--- src/rtl/instr_fetch_unit.sv ---
// Instruction fetch stage: PC register, request/acknowledge instruction fetch,
// one-cycle execute strobe, next-PC selection and retired-instruction counter.
module instr_fetch_unit #(
    parameter int unsigned              PC_WIDTH    = 32,
    parameter int unsigned              INSTR_WIDTH = 32,
    parameter logic [PC_WIDTH-1:0]      RESET_PC    = 32'h0000_0000
) (
    input  logic                   clk,
    input  logic                   rst_n,
    input  logic                   run,
    input  logic                   step,
    input  logic                   PCSrc,
    input  logic                   Jump,
    output logic                   imem_req,
    output logic [PC_WIDTH-1:0]    imem_addr,
    input  logic [INSTR_WIDTH-1:0] imem_rdata,
    input  logic                   imem_ack,
    output logic [INSTR_WIDTH-1:0] instr,
    output logic [PC_WIDTH-1:0]    pc,
    output logic [PC_WIDTH-1:0]    pc_plus4,
    output logic                   instr_valid,
    output logic [31:0]            instr_count
);

    typedef enum logic [1:0] {
        IDLE,
        FETCH,
        EXEC
    } state_t;

    state_t                   state_q, state_d;
    logic [PC_WIDTH-1:0]      pc_q, pc_d;
    logic [INSTR_WIDTH-1:0]   instr_q, instr_d;
    logic [31:0]              count_q, count_d;
    logic [PC_WIDTH-1:0]      branch_off;
    logic [PC_WIDTH-1:0]      next_pc;

    always_ff @(posedge clk or negedge rst_n) begin
        if (!rst_n) begin
            state_q <= IDLE;
        end else begin
            state_q <= state_d;
        end
    end

    // step is only honoured from IDLE; run has priority there anyway
    always_comb begin
        state_d = state_q;
        unique case (state_q)
            IDLE:    if (run || step) state_d = FETCH;
            FETCH:   if (imem_ack)    state_d = EXEC;
            EXEC:    state_d = run ? FETCH : IDLE;
            default: state_d = IDLE;
        endcase
    end

    always_comb begin
        imem_req    = (state_q == FETCH);
        instr_valid = (state_q == EXEC);
    end

    assign pc_plus4   = pc_q + PC_WIDTH'(4);
    assign branch_off = {{(PC_WIDTH-18){instr_q[15]}}, instr_q[15:0], 2'b00};

    always_comb begin
        if (Jump) begin
            next_pc = {pc_plus4[PC_WIDTH-1:28], instr_q[25:0], 2'b00};
        end else if (PCSrc) begin
            next_pc = pc_plus4 + branch_off;
        end else begin
            next_pc = pc_plus4;
        end
    end

    always_comb begin
        pc_d    = pc_q;
        instr_d = instr_q;
        count_d = count_q;
        if (state_q == FETCH && imem_ack) begin
            instr_d = imem_rdata;
        end
        if (state_q == EXEC) begin
            pc_d    = next_pc;
            count_d = count_q + 32'd1;
        end
    end

    always_ff @(posedge clk or negedge rst_n) begin
        if (!rst_n) begin
            pc_q    <= RESET_PC;
            instr_q <= '0;
            count_q <= '0;
        end else begin
            pc_q    <= pc_d;
            instr_q <= instr_d;
            count_q <= count_d;
        end
    end

    assign pc          = pc_q;
    assign imem_addr   = pc_q;
    assign instr       = instr_q;
    assign instr_count = count_q;

endmodule
--- config.mk ---
export PLATFORM = sky130hd
export DESIGN_NAME = instr_fetch_unit
export DESIGN_NICKNAME = d
export VERILOG_FILES = /design/src/rtl/instr_fetch_unit.sv
export SDC_FILE = /design/constraint.sdc
export NUM_CORES = 1
export LEC_CHECK = 0
export CAP_MARGIN = 20
export CORE_MARGIN = 2
export CORE_UTILIZATION = 52
export CTS_CLUSTER_DIAMETER = 40
export DETAILED_ROUTE_END_ITERATION = 12
export HOLD_SLACK_MARGIN = 0.12
export PLACE_DENSITY = 0.87
export SLEW_MARGIN = 10
export SYNTH_ARGS = -nofsm -noshare
export SYNTH_HDL_FRONTEND = slang
export SYNTH_SLANG_ARGS = --single-unit
--- constraint.sdc ---
create_clock -name clk -period 10.63 [get_ports clk]
set_input_delay 2.126 -clock clk [delete_from_list [all_inputs] [get_ports clk]]
set_output_delay 2.126 -clock clk [all_outputs]
set_load 0.05 [all_outputs]
## Yosys cells after proc, flatten, opt, wreduce, memory -nomap -nowiden

Index checks and enable logic that the tools add are counted.

- Logic and storage cells: 21
- Input port bits: 39
- Output and inout port bits: 162
- Register bits after elaboration: 98

- Equal/unequal tests: 4
- Add/subtract/negate cells: 3
- Reductions and logical operators: 4
- Mux-type cells: 6

Operator list:

| operator | number |
|---|---|
| $mux 32 | 2 |
| $add 32x1->32 const B | 1 |
| $add 32x3->32 const B | 1 |
| $add 32x32->32 | 1 |
| $pmux 2 s3 | 1 |
| $mux 2 | 2 |
| $eq 2x1->1 const B | 1 |
| $eq 2x2->1 const B | 1 |
| $logic_not 2->1 | 1 |
| $ne 2x1->1 const B | 1 |
| $ne 2x2->1 const B | 1 |
| $reduce_and 2->1 | 1 |
| $logic_and 1x1->1 | 1 |
| $logic_or 1x1->1 | 1 |
| $mux 1 | 1 |

## Longest topological paths before layout

- Word-level depth: 4
- Depth in mapped cells: 17
- Mapped depth without buffers: 14

## Least setup slack after synthesis

Ideal clock, no wire load.

- Path type: reg-to-output
- Start: register pc_q[8] (netlist: imem_addr[8])
- End: output port pc_plus4[28]
- Data required time: 8504 ps
- Stages on the path, launching flop included: 6
- Path buffers: 0
- Arrival: 2863 ps
- Slack: 5641 ps
- Cells stage by stage: dfrtp_1 -> nand4_2 -> or3_4 -> nor4_4 -> nand3_1 -> xnor2_1

- Word-level cells in the longest chain between the ends: 1

RTL lines:

| what | line | RTL |
|---|---|---|
| from (decl) | 32 | `logic [PC_WIDTH-1:0] pc_q, pc_d;` |
| from (signal assigned) | 94 | `pc_q <= pc_d;` |
| $add 32x3->32 | 62 | `assign pc_plus4 = pc_q + PC_WIDTH'(4);` |
| to (decl) | 20 | `output logic [PC_WIDTH-1:0] pc_plus4,` |

Every way passes these cells.

## Final worst setup path

- Start: register pc_q[8] (netlist: imem_addr[8])
- End: output port pc_plus4[27]

The elaborated chain is that of the path after synthesis.

==> impl_metrics.toml <==
[run_status]
outcome = "finished clean"

[timing]
post-route-min-period_ns = 5.46
slew_viol_final = 0
setup_total_negative_slack_ns = 0
fin_skew_ns = 0.00854
final_critical_path_setup_slack_ns = 5.17
max_freq_mhz = 183
worstMarginPinSlew_ns = 0.966
timing.max_slew.rel_slack_pct = 35.4
final-setup-viol-count = 0
fin_crit_share_pct = 51.3
grt_setup_unrepaired = "false"
finalHoldViolCount = 0

[floorplan]
fp.dieArea_sq_um = 14000
placementRows = 41
initial_util_pct = 53.7
die-height_microns = 118
core_area_sq_um = 12700
die_x_microns = 118
pin_count = 201

[yosys]
seq_area_frac_synth_pct = 35.3
ys_ff_latch = 96
synth_top_area_cell = "dfrtp_1"
postSynthCellCount = 795
yosys_warnings = 0
synthDominantCellAreaShare_pct = 35.3
ys_async_sr_fraction_pct = 100
yosys.cell_types.count = 69
top_flip_flop_cell_by_instance_count_after_synthesis = "dfrtp_1"
netlist_area_sq_um = 6800
number_of_synthesized_flops_with_an_enable_pin = 0
synth_area_leaders = "dfrtp_1 (35%), nand2_1 (8.6%), ha_1 (7.0%)"
syn_area_per_cell_sq_um = 8.55

[placed_design]
numPlacedInstances = 1111
post-dp-hpwl_mm = 15.4
port-buffer-count = 194
globalplace.congestion = 0.968
post-place-ws_ns = 5.61

[clocking]
insertion_delay_ns = 0.35
clock_buffer_count_from_cts = 9
clkSinkCount = 96
post_cts_buffers = 0
cts.reportedPaths.clkPinSlew_ns = 0.07
clock_h_tree_levels = 3
cts.path.max_buffers = 2
clock-root-buffer = "clkbuf_16"
cts_hold_repair.buffers = 0
post_cts_resized = 0
tritoncts = "yes"

[layout]
area_growth_syn_to_layout_pct = 32.2
antennaDiodeCount = 0
postLayoutCoreUtil_pct = 70.9
post_route_cells_drive_above_1_share_pct = 4.29
commonest_non_fill_non_tap_cell_in_the_layout = "clkdlybuf4s50_1"
layout.cells.most_common_list = "clkdlybuf4s50_1 (193), nand2_1 (155), dfrtp_1 (96), xnor2_1 (51), a21oi_1 (41)"
final_net_count = 1029
instances_no_fill = 1128

[critical_path]
worst-endpoint-arrival_ns = 3.33
critical_path_peak_fanout = 8
setup_slack_of_the_most_critical_reg_to_reg_path_ns = 6.15
cp.required_ns = 8.50
timing.critical_path.from_type = "register"
critical_path.reg2reg.startpoint = "imem_addr[8]"
critPathKind = "reg -> out"
regToRegEndpoint = "imem_addr[31]"
reg2reg_depth = 13
critical_path.endpoint_type = "output port"

[drt]
count_of_antenna_violating_nets_left_after_detailed_routing = 0
route.final.wire_length_mm = 21.3
detail_route.first_pass.iterations = 6
detail_route.drc_violations = 0
route.vias.total = 6646
route.detailed.wl_per_inst_microns = 18.9
vias_per_cell = 5.89
detail_route.iter0.violations = 513

[grt]
grt_start_max_net_pins = 70
gr-usage-all-layers_pct = 30.3
globalRouteOverflowTotal = 0
grt.busiest_layer = "met2"
globalRouteMet2Util_pct = 48.6
vias_in_the_first_global_route = 6655
gr_util_met3_pct = 6.56
globalRouteMet1Util_pct = 38.7
antenna_found_initial = 0
grt_first_pass_wirelength_mm = 34.3

[hold_path]
holdPathStages = 1
min-delay-start = "instr_count[31]"
worst_hold_path_endpoint = "instr_count[31]"
worst_hold_path_type = "reg -> reg"

[flow_run]
drv.max_cap_violation_count = 0
-- cell type report --
class / count / area (sq um)
fillers: 1014 / 3680
clock buffers: 10 / 239
inverters: 18 / 67.6
repair buffers: 202 / 2010
flip-flops and latches: 96 / 2400
well taps: 172 / 215
multi-input cells: 624 / 3980
clock inverters: 6 / 75.1
-- synth_stat cells (3+ instances only) --
cell type	n
a211o_1	5
a211oi_1	7
a21o_1	8
a21oi_1	41
a221oi_1	4
a31oi_1	3
and2_1	5
and3_1	19
and4_1	6
buf_1	5
buf_4	36
clkbuf_1	21
dfrtp_1	96
ha_1	38
inv_1	17
mux2_2	3
mux2i_1	8
nand2_1	155
nand2b_1	9
nand3_1	32
nand3b_1	8
nand4_1	12
nor2_1	39
nor2b_1	5
nor3_1	17
o211ai_1	6
o21a_1	6
o21ai_0	37
o21ai_1	11
o21bai_1	5
o22ai_1	5
xnor2_1	51
xor2_1	28
-- through the flow --
stage	hold slack [ns]	cell area [sq um]
after floorplan	0.469	6820
after global placement	0.458	8660
after detailed placement	0.464	8660
after CTS	0.477	8970
after global routing	0.517	8990
final	0.478	8990
-- routing by layer --
layer / wire (microns) / up-vias / share of wire, %
met5: 0 / - / 0
met4: 882 / 0 / 4.1
met3: 1690 / 74 / 7.9
met2: 9880 / 305 / 46
met1: 8840 / 3195 / 42
li1: - / 3072 / -
-- registers in the layout (all words and copies together) (netlist names) --
register	cells
instr	32
instr_count	32
imem_addr	30
state_q	2
-- worst max-delay path: stages (launching register included) --
cell and delay (ns):
dfrtp_1 0.50, nand4_2 0.24, or3_4 0.49, nor3_4 0.31
nand2_1 0.13, nor2_1 0.14, xor2_1 0.28, clkdlybuf4s50_1 0.86
-- logic make-up (layout without fill, tap and decap cells) --
logic type | count (synthesis) | count (layout) | share of synthesized area, %
buffers and inverters | 80 | 236 | 6.40
AO/OA/AOI/OAI | 168 | 168 | 16.4
XOR/XNOR | 79 | 79 | 10.2
multiplexers | 13 | 13 | 2.01
AND/OR/NAND/NOR | 319 | 319 | 22.3
flip-flops | 96 | 96 | 35.3
other | 1 | 6 | 0.0552
adder cells (fa/ha/maj) | 39 | 39 | 7.29
-- worst max-delay path by stage --
stage,cells after the start,startpoint,slack [ns],end
6_report,7,imem_addr[8],5.17,pc_plus4[27]
5_1_grt,7,imem_addr[8],5.01,pc_plus4[27]
4_1_cts,7,imem_addr[8],5.19,pc_plus4[27]
3_5_place_dp,7,imem_addr[8],5.61,pc_plus4[27]
3_3_place_gp,6,imem_addr[8],5.68,pc_plus4[28]
2_1_floorplan,5,imem_addr[8],5.64,pc_plus4[28]
Power is not shown: default switching activity piles up to over one toggle a cycle in this logic, so the estimate is an artifact.
